## config.mk

```make
export PLATFORM = sky130hd
export DESIGN_NAME = mem_req_ctrl
export DESIGN_NICKNAME = d
export VERILOG_FILES = /design/src/rtl/mem_req_ctrl_pkg.sv /design/src/rtl/mem_req_stats.sv /design/src/rtl/mem_req_ctrl.sv
export SDC_FILE = /design/constraint.sdc
export NUM_CORES = 1
export LEC_CHECK = 0
export BUFFER_PORTS_ARGS = -buffer_cell sky130_fd_sc_hd__buf_2
export CORE_UTILIZATION = 45
export CTS_CLUSTER_SIZE = 8
export DETAILED_ROUTE_END_ITERATION = 6
export GPL_ROUTABILITY_DRIVEN = 0
export PLACE_DENSITY = 0.8
export SETUP_SLACK_MARGIN = 0.3
export SLEW_MARGIN = 20
export SYNTH_ARGS = -nofsm -noshare
export SYNTH_HDL_FRONTEND = slang
export SYNTH_SLANG_ARGS = --single-unit
```

## constraint.sdc

```tcl
create_clock -name clk -period 1.67 [get_ports clk]
set_input_delay 0 -clock clk [delete_from_list [all_inputs] [get_ports clk]]
set_output_delay 0 -clock clk [all_outputs]
set_load 0.1 [all_outputs]
```

## src/rtl/mem_req_ctrl_pkg.sv

```systemverilog
// Shared types and defaults for the scratch-memory request controller.
package mem_req_ctrl_pkg;

   localparam int ADDR_W_DEF = 5;
   localparam int DATA_W_DEF = 8;
   localparam int STAT_W_DEF = 16;

   // Controller phases: wait for request, strobe memory, capture read data, offer response.
   typedef enum logic [1:0] {
      IDLE  = 2'd0,
      ISSUE = 2'd1,
      LATCH = 2'd2,
      RESP  = 2'd3
   } state_t;

   // Registered copy of an accepted request (widths follow the package defaults).
   typedef struct packed {
      logic                  we;
      logic [ADDR_W_DEF-1:0] addr;
      logic [DATA_W_DEF-1:0] wdata;
   } req_t;

endpackage

```

## src/rtl/mem_req_stats.sv

```systemverilog
// Pair of saturating completion counters (reads and writes).
// A synchronous clear wins over an increment in the same cycle.
module mem_req_stats #(
   parameter int STAT_W = 16
) (
   input  logic              clk,
   input  logic              rst_n,
   input  logic              clr,
   input  logic              inc_rd,
   input  logic              inc_wr,
   output logic [STAT_W-1:0] rd_cnt,
   output logic [STAT_W-1:0] wr_cnt
);

   // Read counter: clear first, otherwise count up and stick at all-ones.
   always_ff @(posedge clk or negedge rst_n) begin
      if (!rst_n) begin
         rd_cnt <= '0;
      end else if (clr) begin
         rd_cnt <= '0;
      end else if (inc_rd && (rd_cnt != '1)) begin
         rd_cnt <= rd_cnt + 1'b1;
      end
   end

   // Write counter: same policy as the read counter.
   always_ff @(posedge clk or negedge rst_n) begin
      if (!rst_n) begin
         wr_cnt <= '0;
      end else if (clr) begin
         wr_cnt <= '0;
      end else if (inc_wr && (wr_cnt != '1)) begin
         wr_cnt <= wr_cnt + 1'b1;
      end
   end

endmodule

```

## src/rtl/mem_req_ctrl.sv

```systemverilog
// Request-side controller for the 32x8 scratch memory.
// Optional build macro: MEMCTRL_STATS_EN adds completed-response counters
// (stat_rd_cnt / stat_wr_cnt) with a synchronous stat_clr input.
//
// Handshakes: a transfer happens on a rising clk edge where valid and ready
// are both high. The controller raises req_ready only in IDLE and holds
// rsp_valid and rsp_rdata stable in RESP until rsp_ready is seen; neither
// ready depends on the matching valid in the same cycle.
module mem_req_ctrl
   import mem_req_ctrl_pkg::*;
#(
   parameter int ADDR_W = ADDR_W_DEF,
   parameter int DATA_W = DATA_W_DEF
`ifdef MEMCTRL_STATS_EN
   ,
   parameter int STAT_W = STAT_W_DEF
`endif
) (
   input  logic              clk,
   input  logic              rst_n,
   input  logic              req_valid,
   output logic              req_ready,
   input  logic              req_we,
   input  logic [ADDR_W-1:0] req_addr,
   input  logic [DATA_W-1:0] req_wdata,
   output logic              rsp_valid,
   input  logic              rsp_ready,
   output logic [DATA_W-1:0] rsp_rdata,
   output logic              mem_read,
   output logic              mem_write,
   output logic [ADDR_W-1:0] mem_addr,
   output logic [DATA_W-1:0] mem_wdata,
   input  logic [DATA_W-1:0] mem_rdata,
`ifdef MEMCTRL_STATS_EN
   input  logic              stat_clr,
   output logic [STAT_W-1:0] stat_rd_cnt,
   output logic [STAT_W-1:0] stat_wr_cnt,
`endif
   output logic [1:0]        dbg_state
);

   state_t            state;
   state_t            state_nxt;
   req_t              req_q;
   logic [DATA_W-1:0] rdata_q;
   logic              req_fire;

   assign req_fire = req_valid && req_ready;

   // State register; reset returns to IDLE so the strobes drop with rst_n.
   always_ff @(posedge clk or negedge rst_n) begin
      if (!rst_n) begin
         state <= IDLE;
      end else begin
         state <= state_nxt;
      end
   end

   // Next state and strobes decoded from state alone (glitch-free outputs).
   always_comb begin
      state_nxt = state;
      req_ready = 1'b0;
      rsp_valid = 1'b0;
      mem_read  = 1'b0;
      mem_write = 1'b0;
      case (state)
         IDLE: begin
            req_ready = 1'b1;
            if (req_valid) begin
               state_nxt = ISSUE;
            end
         end
         ISSUE: begin
            mem_write = req_q.we;
            mem_read  = !req_q.we;
            state_nxt = req_q.we ? RESP : LATCH;
         end
         LATCH: begin
            state_nxt = RESP;
         end
         RESP: begin
            rsp_valid = 1'b1;
            if (rsp_ready) begin
               state_nxt = IDLE;
            end
         end
         default: begin
            state_nxt = IDLE;
         end
      endcase
   end

   // Request capture on acceptance; read data captured in LATCH, cleared for write acks.
   always_ff @(posedge clk or negedge rst_n) begin
      if (!rst_n) begin
         req_q   <= '0;
         rdata_q <= '0;
      end else begin
         if (req_fire) begin
            req_q <= '{we: req_we, addr: req_addr, wdata: req_wdata};
         end
         if ((state == ISSUE) && req_q.we) begin
            rdata_q <= '0;
         end else if (state == LATCH) begin
            rdata_q <= mem_rdata;
         end
      end
   end

   assign mem_addr  = req_q.addr;
   assign mem_wdata = req_q.wdata;
   assign rsp_rdata = rdata_q;
   assign dbg_state = state;

`ifdef MEMCTRL_STATS_EN
   logic rsp_fire;

   assign rsp_fire = rsp_valid && rsp_ready;

   mem_req_stats #(
      .STAT_W (STAT_W)
   ) u_stats (
      .clk    (clk),
      .rst_n  (rst_n),
      .clr    (stat_clr),
      .inc_rd (rsp_fire && !req_q.we),
      .inc_wr (rsp_fire && req_q.we),
      .rd_cnt (stat_rd_cnt),
      .wr_cnt (stat_wr_cnt)
   );
`endif

endmodule

```

==> metrics.cfg <==
[setup_path]
worstSetupPathType=flop to flop
cp_max_fo=5
crit_chain=ha_4 -> nor2b_4 -> or4_4 -> o21a_1
worst_setup_path_start_kind=flop
r2r_cells=4
end_kind=flop
crit_family=simple AND/OR/NAND/NOR gates
slowest_delay_ps=550
crit_required_ps=1880
cp.depth=4
slowest_stage=dfrtp_4
critical_path_buf_inv_count=0
arrival_ps=1760

[routing]
wl_per_cell_microns=12.5
drt-total-wl_microns=2300
drt-initial-drc-count=7
dr_total_vias=874
ant_nets=0
drc=0
avgViaCountPerCell=4.75
drtPass1Iterations=2

[floorplanning]
rows=17
dieWidth_microns=51.6
num_io_pins=53
start_util_pct=48.7
die_h_microns=51.6
core-area_sq_mm=0.00228
die_area_sq_mm=0.00266

[finish]
finish.net_count=187
drive_above_1_share_pct=60.9
layout.area.seq_sq_um=608
syn2layout_area_growth_pct=61.4
multiInputGateArea_sq_um=489
nFillCells=141
antenna_cells=0
fin_util_pct=78.5

[timing]
clock_skew_ps=2.50
final-hold-violation-count=0
max_slew.worst_pin.slew_ps=494
period_needed_ps=1550
max_freq_ghz=0.645
rsz0062_at_grt=true
finalSetupViolations=0
period_share_pct=92.9
maxSlewViolCount=0
setup_ws_ps=119
slew-limit-headroom_pct=67.0

[synthesis]
synth-seq-cells=24
syn-cell-area_sq_mm=0.00111
syn_area_per_cell_sq_um=13.0
ys_types=16
ys_seq_area_share_pct=54.2
yosys_warnings=0
synth_nets=115
syn-instance-count=85

[global_route]
antenna_found_initial=0
grt_max_degree=25
grt_pass1_vias=915
grt_pass1_wl_microns=3770
track_usage_pct=19.3
grt_overflow=0

[cts]
clk_pin_slew_worst_paths_ps=130
cts_buffers=3
cts_tree=done
cts.sinks=24
cts.path.max_buffers=2
cts_max_level=1
clock-root-buffer=clkbuf_4
insertion_delay_ps=300

[job]
drv_cap=0

[status]
status=finished, final reports clean

[hold_path]
hold_path.class=primary input to flop
min_path_cells=3

[placed_design]
place_ws_ps=105
portBuffers=52

==> placed cells by master, fill, tap and decap left out, types with 2 or more instances in the layout <==
| cell type | count |
|---|---|
| buf_2 | 48 |
| ha_4 | 4 |
| dfrtp_1 | 22 |
| buf_4 | 6 |
| buf_12 | 2 |
| mux2i_1 | 6 |
| clkbuf_4 | 5 |
| nor2_1 | 8 |
| mux2_2 | 14 |
| dfrtp_4 | 2 |
| dlygate4sd3_1 | 23 |
| nand2_8 | 2 |
| inv_4 | 2 |
| mux2i_2 | 2 |
==> final cells by class <==
class,count,area share [%]
Sequential cell,24,34.0
Clock buffer,3,1.26
Clock inverter,1,1.68
Timing Repair Buffer,82,32.8
Inverter,3,0.910
Tap cell,28,1.96
Multi-Input combinational cell,43,27.4
==> tightest hold or removal path, stage by stage <==
cell and delay, ps:
buf_2 170, nand2_8 110, mux2_2 140
==> metrics by stage <==
step	TNS, ps	hold WS [ps]	area (sq um)	std cells
after floorplan	-952	-296	1190	85
after global placement	0	1.85	1360	150
after detailed placement	0	1.72	1360	150
after CTS	0	149	1700	180
after global routing	0	136	1790	184
final	0	154	1790	184
==> final timing paths <==
path | end | from | slack [ps]
worst min register to register | mem_addr[2] | mem_addr[2] | 510
worst min-delay path | mem_addr[2] | req_valid | 150
worst max-delay path | dbg_state[0] | dbg_state[1] | 120
min in group asynchronous | rsp_rdata[6] | rst_n | 190
max in group asynchronous | dbg_state[1] | rst_n | 1110
worst max register to register | dbg_state[0] | dbg_state[1] | 120
==> layer usage <==
| metal | track usage, % | vias to the layer above | part of all wire (%) |
|---|---|---|---|
| met5 | 0 | - | 0 |
| met2 | 36.8 | 34 | 55 |
| met3 | 3.22 | 2 | 4.6 |
| met4 | 8.11 | 0 | 0.69 |
| li1 | - | 417 | - |
| met1 | 20.7 | 421 | 40 |
==> registers in the layout, indices dropped and copies added (netlist names) <==
name       flops
req_q          1
mem_wdata      8
dbg_state      2
rsp_rdata      8
mem_addr       5
==> logic make-up after synthesis <==
group	synth area share, %
flops	54.2
simple gates	5.88
buf+inv	11.8
compound gates	1.13
fa+ha+maj	4.52
mux	22.5
==> Yosys cell counts <==
cell	instances	area share, %
dfrtp_1	24	54
mux2_2	15	15
buf_4	13	8.8
mux2i_1	8	7.2
nor2_1	8	2.7
ha_1	4	4.5
inv_1	3	1.0
buf_2	2	0.90
a21oi_1	1	0.45
and2_4	1	0.79
and2b_2	1	0.79
buf_6	1	1.0
nand2_1	1	0.34
nor2b_1	1	0.57
o21a_1	1	0.68
or4_1	1	0.68
==> timing repair <==
action | 4_1_cts | 5_1_grt
resized for setup | 10 | 11
endpoints found under the setup margin | 11 | 28
gates cloned | 0 | 1
endpoints found under the hold margin | 46 | 0
setup buffers | 3 | 3
hold buffers | 23 | 0
pin swaps | 1 | 1
Power is left out: the tool's default activity adds up to more than one toggle a clock period on the data nets, which glitch-free logic cannot reach.
